`src/rtl/dp_step_seq.sv`:
```
// dp_step_seq: timed INC_n step sequencer for an X9C-style up/down digital potentiometer.
// Build macro DP_STORE_EN: release CS_n with INC_n high (wiper NV store), then wait STORE_CYC.
//
// state | meaning
// IDLE  | waiting for start; request clamped to the available wiper range here
// SETUP | CS_n low, U/D driven, INC_n high
// LO    | INC_n low phase; wiper moves on entry
// HI    | INC_n high phase; step counted on exit
// HOLD  | CS_n still low after the last pulse, INC_n at deselect level
// DESEL | CS_n released; INC_n returns high on the second cycle
// STORE | NV-store wait, CS_n high (DP_STORE_EN only)
// FIN   | done pulse, back to IDLE
module dp_step_seq #(
  parameter int CNT_W     = 7,
  parameter int MAX_POS   = 99,
  parameter int HALF_CYC  = 4,
  parameter int SETUP_CYC = 2,
  parameter int STORE_CYC = 16
) (
  input  logic             clk_in,
  input  logic             reset,
  input  logic             start,
  input  logic             up,
  input  logic [CNT_W-1:0] num,
  output logic             dp_cs_n,
  output logic             dp_ud,
  output logic             dp_inc_n,
  output logic             dp_busy,
  output logic             done,
  output logic             clamped,
  output logic [CNT_W-1:0] wiper_pos
);

  localparam int TMR_MAX_A = (HALF_CYC > SETUP_CYC) ? HALF_CYC : SETUP_CYC;
  localparam int TMR_MAX_B = (STORE_CYC > TMR_MAX_A) ? STORE_CYC : TMR_MAX_A;
  localparam int TMR_MAX   = (TMR_MAX_B > 2) ? TMR_MAX_B : 2;
  localparam int TMR_W     = $clog2(TMR_MAX);

  localparam logic [TMR_W-1:0] T_SETUP = TMR_W'(SETUP_CYC - 1);
  localparam logic [TMR_W-1:0] T_HALF  = TMR_W'(HALF_CYC - 1);
  localparam logic [TMR_W-1:0] T_DESEL = TMR_W'(1);
  localparam logic [TMR_W-1:0] T_STORE = TMR_W'(STORE_CYC - 1);
  localparam logic [CNT_W-1:0] MAX_W   = CNT_W'(MAX_POS);

`ifdef DP_STORE_EN
  localparam logic HOLD_INC = 1'b1;
`else
  localparam logic HOLD_INC = 1'b0;
`endif

  typedef enum logic [2:0] {
    S_IDLE, S_SETUP, S_LO, S_HI, S_HOLD, S_DESEL, S_STORE, S_FIN
  } state_t;

  state_t           state_q, state_nxt;
  logic [TMR_W-1:0] tmr_q, tmr_nxt;
  logic [CNT_W-1:0] rem_q, rem_nxt;
  logic [CNT_W-1:0] avail, eff;
  logic             dir_q, dir_nxt;
  logic             clamp_q, clamp_nxt;

  logic             cs_n_d, ud_d, inc_n_d, busy_d, done_d, clamped_d;
  logic [CNT_W-1:0] wiper_d;

  always_ff @(posedge clk_in or negedge reset) begin
    if (!reset) begin
      state_q   <= S_IDLE;
      tmr_q     <= '0;
      rem_q     <= '0;
      dir_q     <= 1'b0;
      clamp_q   <= 1'b0;
      dp_cs_n   <= 1'b1;
      dp_ud     <= 1'b0;
      dp_inc_n  <= 1'b1;
      dp_busy   <= 1'b0;
      done      <= 1'b0;
      clamped   <= 1'b0;
      wiper_pos <= '0;
    end else begin
      state_q   <= state_nxt;
      tmr_q     <= tmr_nxt;
      rem_q     <= rem_nxt;
      dir_q     <= dir_nxt;
      clamp_q   <= clamp_nxt;
      dp_cs_n   <= cs_n_d;
      dp_ud     <= ud_d;
      dp_inc_n  <= inc_n_d;
      dp_busy   <= busy_d;
      done      <= done_d;
      clamped   <= clamped_d;
      wiper_pos <= wiper_d;
    end
  end

  always_comb begin
    state_nxt = state_q;
    tmr_nxt   = tmr_q;
    rem_nxt   = rem_q;
    dir_nxt   = dir_q;
    clamp_nxt = clamp_q;
    avail     = up ? (MAX_W - wiper_pos) : wiper_pos;
    eff       = (num > avail) ? avail : num;
    case (state_q)
      S_IDLE: begin
        if (start) begin
          dir_nxt   = up;
          rem_nxt   = eff;
          clamp_nxt = (eff != num);
          if (eff == '0) begin
            state_nxt = S_FIN;
          end else begin
            state_nxt = S_SETUP;
            tmr_nxt   = T_SETUP;
          end
        end
      end
      S_SETUP: begin
        if (tmr_q == '0) begin
          state_nxt = S_LO;
          tmr_nxt   = T_HALF;
        end else begin
          tmr_nxt = tmr_q - 1'b1;
        end
      end
      S_LO: begin
        if (tmr_q == '0) begin
          state_nxt = S_HI;
          tmr_nxt   = T_HALF;
        end else begin
          tmr_nxt = tmr_q - 1'b1;
        end
      end
      S_HI: begin
        if (tmr_q == '0) begin
          rem_nxt = rem_q - 1'b1;
          if (rem_q == CNT_W'(1)) begin
            state_nxt = S_HOLD;
            tmr_nxt   = T_SETUP;
          end else begin
            state_nxt = S_LO;
            tmr_nxt   = T_HALF;
          end
        end else begin
          tmr_nxt = tmr_q - 1'b1;
        end
      end
      S_HOLD: begin
        if (tmr_q == '0) begin
          state_nxt = S_DESEL;
          tmr_nxt   = T_DESEL;
        end else begin
          tmr_nxt = tmr_q - 1'b1;
        end
      end
      S_DESEL: begin
        if (tmr_q == '0) begin
`ifdef DP_STORE_EN
          state_nxt = S_STORE;
          tmr_nxt   = T_STORE;
`else
          state_nxt = S_FIN;
`endif
        end else begin
          tmr_nxt = tmr_q - 1'b1;
        end
      end
      S_STORE: begin
        if (tmr_q == '0) begin
          state_nxt = S_FIN;
        end else begin
          tmr_nxt = tmr_q - 1'b1;
        end
      end
      S_FIN:   state_nxt = S_IDLE;
      default: state_nxt = S_IDLE;
    endcase
  end

  // Outputs are decoded from the current state and registered, so pins lag the state by one edge.
  always_comb begin
    cs_n_d    = 1'b1;
    ud_d      = dp_ud;
    inc_n_d   = 1'b1;
    busy_d    = 1'b1;
    done_d    = 1'b0;
    clamped_d = 1'b0;
    wiper_d   = wiper_pos;
    case (state_q)
      S_IDLE:  busy_d = 1'b0;
      S_SETUP: begin
        cs_n_d = 1'b0;
        ud_d   = dir_q;
      end
      S_LO: begin
        cs_n_d  = 1'b0;
        inc_n_d = 1'b0;
        if (dp_inc_n) begin
          wiper_d = dir_q ? (wiper_pos + 1'b1) : (wiper_pos - 1'b1);
        end
      end
      S_HI:    cs_n_d = 1'b0;
      S_HOLD: begin
        cs_n_d  = 1'b0;
        inc_n_d = HOLD_INC;
      end
      S_DESEL: inc_n_d = (tmr_q != '0) ? HOLD_INC : 1'b1;
      S_STORE: inc_n_d = 1'b1;
      S_FIN: begin
        busy_d    = 1'b0;
        done_d    = 1'b1;
        clamped_d = clamp_q;
      end
      default: busy_d = 1'b0;
    endcase
  end

endmodule
```
`config.mk`:
```
export PLATFORM = sky130hd
export DESIGN_NAME = dp_step_seq
export DESIGN_NICKNAME = d
export VERILOG_FILES = /design/src/rtl/dp_step_seq.sv
export SDC_FILE = /design/constraint.sdc
export NUM_CORES = 1
export LEC_CHECK = 0
export CAP_MARGIN = 20
export CORE_MARGIN = 10
export CORE_UTILIZATION = 54
export CTS_BUF_LIST = sky130_fd_sc_hd__clkbuf_16
export DETAILED_ROUTE_END_ITERATION = 12
export DONT_BUFFER_PORTS = 1
export PLACE_DENSITY = 0.8
export SLEW_MARGIN = 20
export SYNTH_ARGS = -nofsm -noshare
export SYNTH_HDL_FRONTEND = slang
export SYNTH_SLANG_ARGS = --single-unit
```
`constraint.sdc`:
```
create_clock -name clk_in -period 3.4 [get_ports clk_in]
set_input_delay 0.34 -clock clk_in [delete_from_list [all_inputs] [get_ports clk_in]]
set_output_delay 0.34 -clock clk_in [all_outputs]
set_load 0.02 [all_outputs]
```
; ---- After elaboration in Yosys (flattened, before gate mapping)
; Cells that the tools add are included.
[word_totals]
latchBits = 0
inputBits = 11
register_bits = 29
romBits = 0
memories = 0
word_cells = 80
out_inout_bits = 13
ram_bits = 0
[op_classes]
muxes = 29
shifts = 0
n_bitwise = 0
n_reduce_logical = 16
order_cmp = 1
eq_ne = 17
mul = 0
div_mod_pow = 0
n_addsub = 5
[op_table]
columns = cell, count
row1 = 7-bit 2-to-1 mux, 5
row2 = 3-bit 2-to-1 mux, 8
row3 = 4-bit 2-to-1 mux, 6
row4 = 3-bit case mux with 7 select lines, 1
row5 = 4-bit case mux with 5 select lines, 1
row6 = "2-bit inequality test, second input constant", 7
row7 = 7-bit case mux with 2 select lines, 1
row8 = "7-bit by 1-bit subtractor with 7-bit output, second input constant", 2
row9 = "3-bit == test, second input constant", 4
row10 = 2-bit OR reduction, 4
row11 = "7-bit by 1-bit adder with 7-bit output, second input constant", 1
row12 = "7-bit by 1-bit == test with 1-bit output, second input constant", 1
row13 = 7-bit greater-than comparator, 1
row14 = 7-bit logical NOT, 1
row15 = 7-bit inequality test, 1
row16 = "7-bit subtractor, first input constant", 1
row17 = "3-bit by 2-bit == test with 1-bit output, second input constant", 2
row18 = 6-bit AND reduction, 1
row19 = 1-bit 2-to-1 mux, 5
row20 = 5-bit nonzero test, 1
row21 = 4-bit logical NOT, 1
row22 = 2-bit AND reduction, 2
row23 = 4-bit AND reduction, 1
row24 = 4-bit nonzero test, 1
row25 = 9 further kinds, 9

; ---- Depth between registers and ports, before layout
[depth]
word_depth = 8
mapped_depth = 14
depth_no_buf = 14

; ---- Worst setup path after synthesis
; OpenSTA, ideal clock, no wires.
[synth_path]
path_kind = register -> register
from = register wiper_pos[2]
to = register tmr_q[2]
t_arrival_ps = 2888
setup_ps = 126
path_stages_with_launch = 15
n_path_buf = 0
slack_ps = 386
synth_period_minus_slack_ps = 3014
required_ps = 3274
cell_sequence = dfrtp_1 -> inv_1 -> ha_1 -> nand2b_1 -> a21oi_1 -> xor2_2 -> inv_1 -> ha_1 -> nand4_1 -> or2_2 -> o21ai_4 -> nor3_2 -> o21ai_2 -> nand2_2 -> a221o_1
[synth_via]
elab_chain_len = 7
[synth_lines]
columns = element, line
row1 = from (decl), 31  ; output logic [CNT_W-1:0] wiper_pos
row2 = from (signal assigned), 91  ; wiper_pos <= wiper_d;
row3 = 7-bit subtractor, 101  ; avail = up ? (MAX_W - wiper_pos) : wiper_pos;
row4 = 7-bit 2-to-1 mux (*), 101
row5 = 7-bit greater-than comparator, 102  ; eff = (num > avail) ? avail : num;
row6 = 7-bit 2-to-1 mux (*), 102
row7 = 7-bit logical NOT (*), 109  ; if (eff == '0) begin
row8 = 2-bit inequality test (no line) (*), --
row9 = 4-bit AND reduction (no line) (*), --
row10 = to (signal assigned), 81  ; tmr_q <= tmr_nxt;
row11 = to (decl), 56  ; logic [TMR_W-1:0] tmr_q, tmr_nxt;
; Mark *: on every way between the ends. The rest lies on a longest branch, timed or not.
; A chain may end at the register's enable or synchronous reset.

; ---- Worst setup path in the final report
; Same ends and word-level chain as after synthesis.

==> flow_metrics.env <==
export IMPL_fmax_mhz=313.9
export IMPL_rsz0062_at_grt="false"
export IMPL_reg2reg_from="wiper_pos[2]"
export IMPL_use_met1=0.1692
export IMPL_cts_tree="yes"
export IMPL_drt_initial_drc_count=162
export IMPL_slew_headroom=0.6011
export IMPL_die_height_um=82.97
export IMPL_initial_utilization=0.5719
export IMPL_die_area_um2=6883
export IMPL_hp_class="input port to flop"
export IMPL_dp_hpwl_um=3746
export IMPL_vias=1809
export IMPL_boundaryPins=24
export IMPL_tightest_slew_ns=0.5929
export IMPL_grt_remaining_overflow=0
export IMPL_outcome="finished, final reports clean"
export IMPL_first_pass_iters=4
export IMPL_crit_path_end_kind="flop"
export IMPL_path_clk_slew_ns=0.06
export IMPL_synth_edf_count=0
export IMPL_synth_largest_area_cell="dfrtp_1"
export IMPL_startpoint_type="flop"
export IMPL_grt_busiest_layer="met2"
export IMPL_die_w_um=82.97
export IMPL_core_area_um2=3744
export IMPL_yosys_warnings=0
export IMPL_cts_root_buffer="clkbuf_16"
export IMPL_layout_drive_gt1_share=0.1240
export IMPL_hold_viol_final=0
export IMPL_synth_main_ff_cell="dfrtp_1"
export IMPL_cts_max_level=2
export IMPL_yosysTopAreaCellShare=0.3156
export IMPL_critPathMaxFanout=17
export IMPL_nets=278
export IMPL_cp_slowest_cell="dfrtp_1"
export IMPL_path_cells="inv_1 > ha_1 > nand2b_1 > a21oi_1 > xor2_2 > inv_1 > ha_1 > a21oi_1 > o21ai_0 > o21ai_4 > nor3_2 > o21ai_2 > nand2_2 > a221o_1"
export IMPL_syn_cell_area_um2=2141
export IMPL_powerDensity_nw_per_um2=1119
export IMPL_slowest_delay_ns=0.38
export IMPL_drtAntennaViolNets=0
export IMPL_p_leak_nw=1.059
export IMPL_critPathArrivalTime_ns=3.34
export IMPL_cts_sinks=29
export IMPL_report_final_slew_viol_count=0
export IMPL_clock_latency_ns=0.28
export IMPL_crit_family="compound AO/OA/AOI/OAI gates"
export IMPL_crit_path_start="wiper_pos[2]"
export IMPL_min_from="start"
export IMPL_clock_skew_ns=0.007711
export IMPL_setup_viol=0
export IMPL_cp_num_buf_inv=2
export IMPL_fin_tns_setup_ns=0
export IMPL_ys_seq_area_frac=0.3402
export IMPL_cts_buffers=5
export IMPL_grt_max_degree=30
export IMPL_area_delta_synth_final_pct=11.86
export IMPL_syn_instance_count=240
export IMPL_post_cts_buffers=0
export IMPL_io_buffers=0
export IMPL_grt_pass1_wl_um=8459
export IMPL_ys_ff_latch=29
export IMPL_ir_drop_mv=0.7642
export IMPL_post_route_min_period_ns=3.185
export IMPL_ys_types=54
export IMPL_finalWirelength_um=4905
export IMPL_async_flop_share=1.000
export IMPL_use_met3=0.05176
export IMPL_yosys_top_cells_area="dfrtp_1 32%, ha_1 9.9%, a21oi_1 5.6%, o21ai_0 4.9%, xnor2_1 4.1%"
export IMPL_cap_violations=0
export IMPL_gp_congestion=0.8837
export IMPL_syn_nets=269
export IMPL_first_global_vias=1812
export IMPL_antenna_found_initial=0
export IMPL_antennaDiodeCount=0
export IMPL_wl_per_cell_um=16.46
export IMPL_timing_hold_ws_ns=0.1606
export IMPL_row_count=22
export IMPL_synth_area_per_cell_um2=8.920
export IMPL_p_total_mw=2.679
export IMPL_cts_buffer_depth=2
export IMPL_grt_usage=0.1446
export IMPL_vias_per_cell=6.070
export IMPL_worst_setup_path_type="flop to flop"
export IMPL_finalCritPeriodShare=0.9368
export IMPL_grt_use_met2=0.2297
export IMPL_worstPathRequired_ns=3.56
export IMPL_drc=0
==> cells in the final DEF, fill, tap and decap left out, drive strengths merged, types with 5 or more instances in the layout <==
cell and n:
dfrtp 27, a21oi 24, o21ai 24, nor2 21, nand2 18, ha 17
inv 13, xnor2 12, nor3 9, buf 9, xor2 8, nor4 5
clkbuf 5
==> area by class of cell <==
type / count / area, um2
Timing Repair Buffer: 10 / 90.09
Sequential cell: 29 / 728.2
Multi-Input combinational cell: 191 / 1333
Clock buffer: 5 / 125.1
Fill cell: 329 / 1349
Inverter: 12 / 45.04
Tap cell: 48 / 60.06
Clock inverter: 3 / 13.76
==> per-stage QoR <==
stage	cells	utilization	instance area, um2	setup slack (ns)
5_1_grt	298	0.6397	2395	0.01343
3_5_place_dp	288	0.5946	2226	0.2834
2_1_floorplan	240	-	2141	0.3859
4_1_cts	298	0.6397	2395	0.2407
6_report	298	0.6397	2395	0.2147
3_3_place_gp	288	0.5946	2226	0.4262
==> timing repair <==
item	in CTS	in global routing
gates resized for setup	0	0
endpoints found under the hold margin	29	0
endpoints found under the setup margin	0	0
hold buffers	2	0
==> routing by layer <==
layer | part of all wire | wire length (um) | up-vias
met4 | 0.020 | 98 | 0
li1 | - | - | 881
met3 | 0.069 | 339 | 10
met2 | 0.47 | 2308 | 39
met5 | 0 | 0 | -
met1 | 0.44 | 2158 | 879
==> path summary, 6_finish.rpt <==
check / endpoint / slack [ns] / cells after the start
setup / recovery: tmr_q[2] / 0.21 / 14
hold / removal: rem_q[6] / 0.16 / 1
setup reg to reg: tmr_q[2] / 0.21 / 14
hold reg to reg: rem_q[5] / 0.52 / 2
max in group asynchronous: dp_cs_n / 2.65 / 2
min in group asynchronous: wiper_pos[5] / 0.51 / 2
==> cells by family (layout without fill, tap and decap cells) <==
| family | Yosys count | after routing | synth area share |
|---|---|---|---|
| AND/OR/NAND/NOR | 79 | 79 | 0.1964 |
| AO/OA/AOI/OAI | 70 | 70 | 0.2057 |
| flip-flops | 29 | 29 | 0.3402 |
| XOR/XNOR | 20 | 20 | 0.09234 |
| buffers and inverters | 20 | 30 | 0.03740 |
| adder cells (fa/ha/maj) | 19 | 19 | 0.1134 |
| multiplexers | 3 | 3 | 0.01461 |
==> cell usage after synthesis (all sizes together), types with 3 or more instances <==
cell / number
dfrtp: 27
a21oi: 24
o21ai: 24
nor2: 21
nand2: 18
ha: 17
inv: 12
xnor2: 12
nor3: 9
xor2: 8
clkbuf: 6
nor4: 5
a21o: 4
nand2b: 4
nand3: 4
a31oi: 3
nand4: 3
nor4b: 3
==> power by group <==
part	leakage, nW	switching [mW]	total [mW]	internal (mW)
Combinational	0.635	0.909	1.56	0.653
Clock	0.0748	0.157	0.422	0.265
Sequential	0.349	0.192	0.696	0.504
Total	1.06	1.26	2.68	1.42
==> flip-flops by register name (all words and copies together) (netlist names) <==
signal,count
clamp_q,1
clamped,1
dir_q,1
done,1
dp_busy,1
dp_cs_n,1
dp_inc_n,1
dp_ud,1
rem_q,7
state_q,3
tmr_q,4
wiper_pos,7
Power figures use the tool's default switching activity.
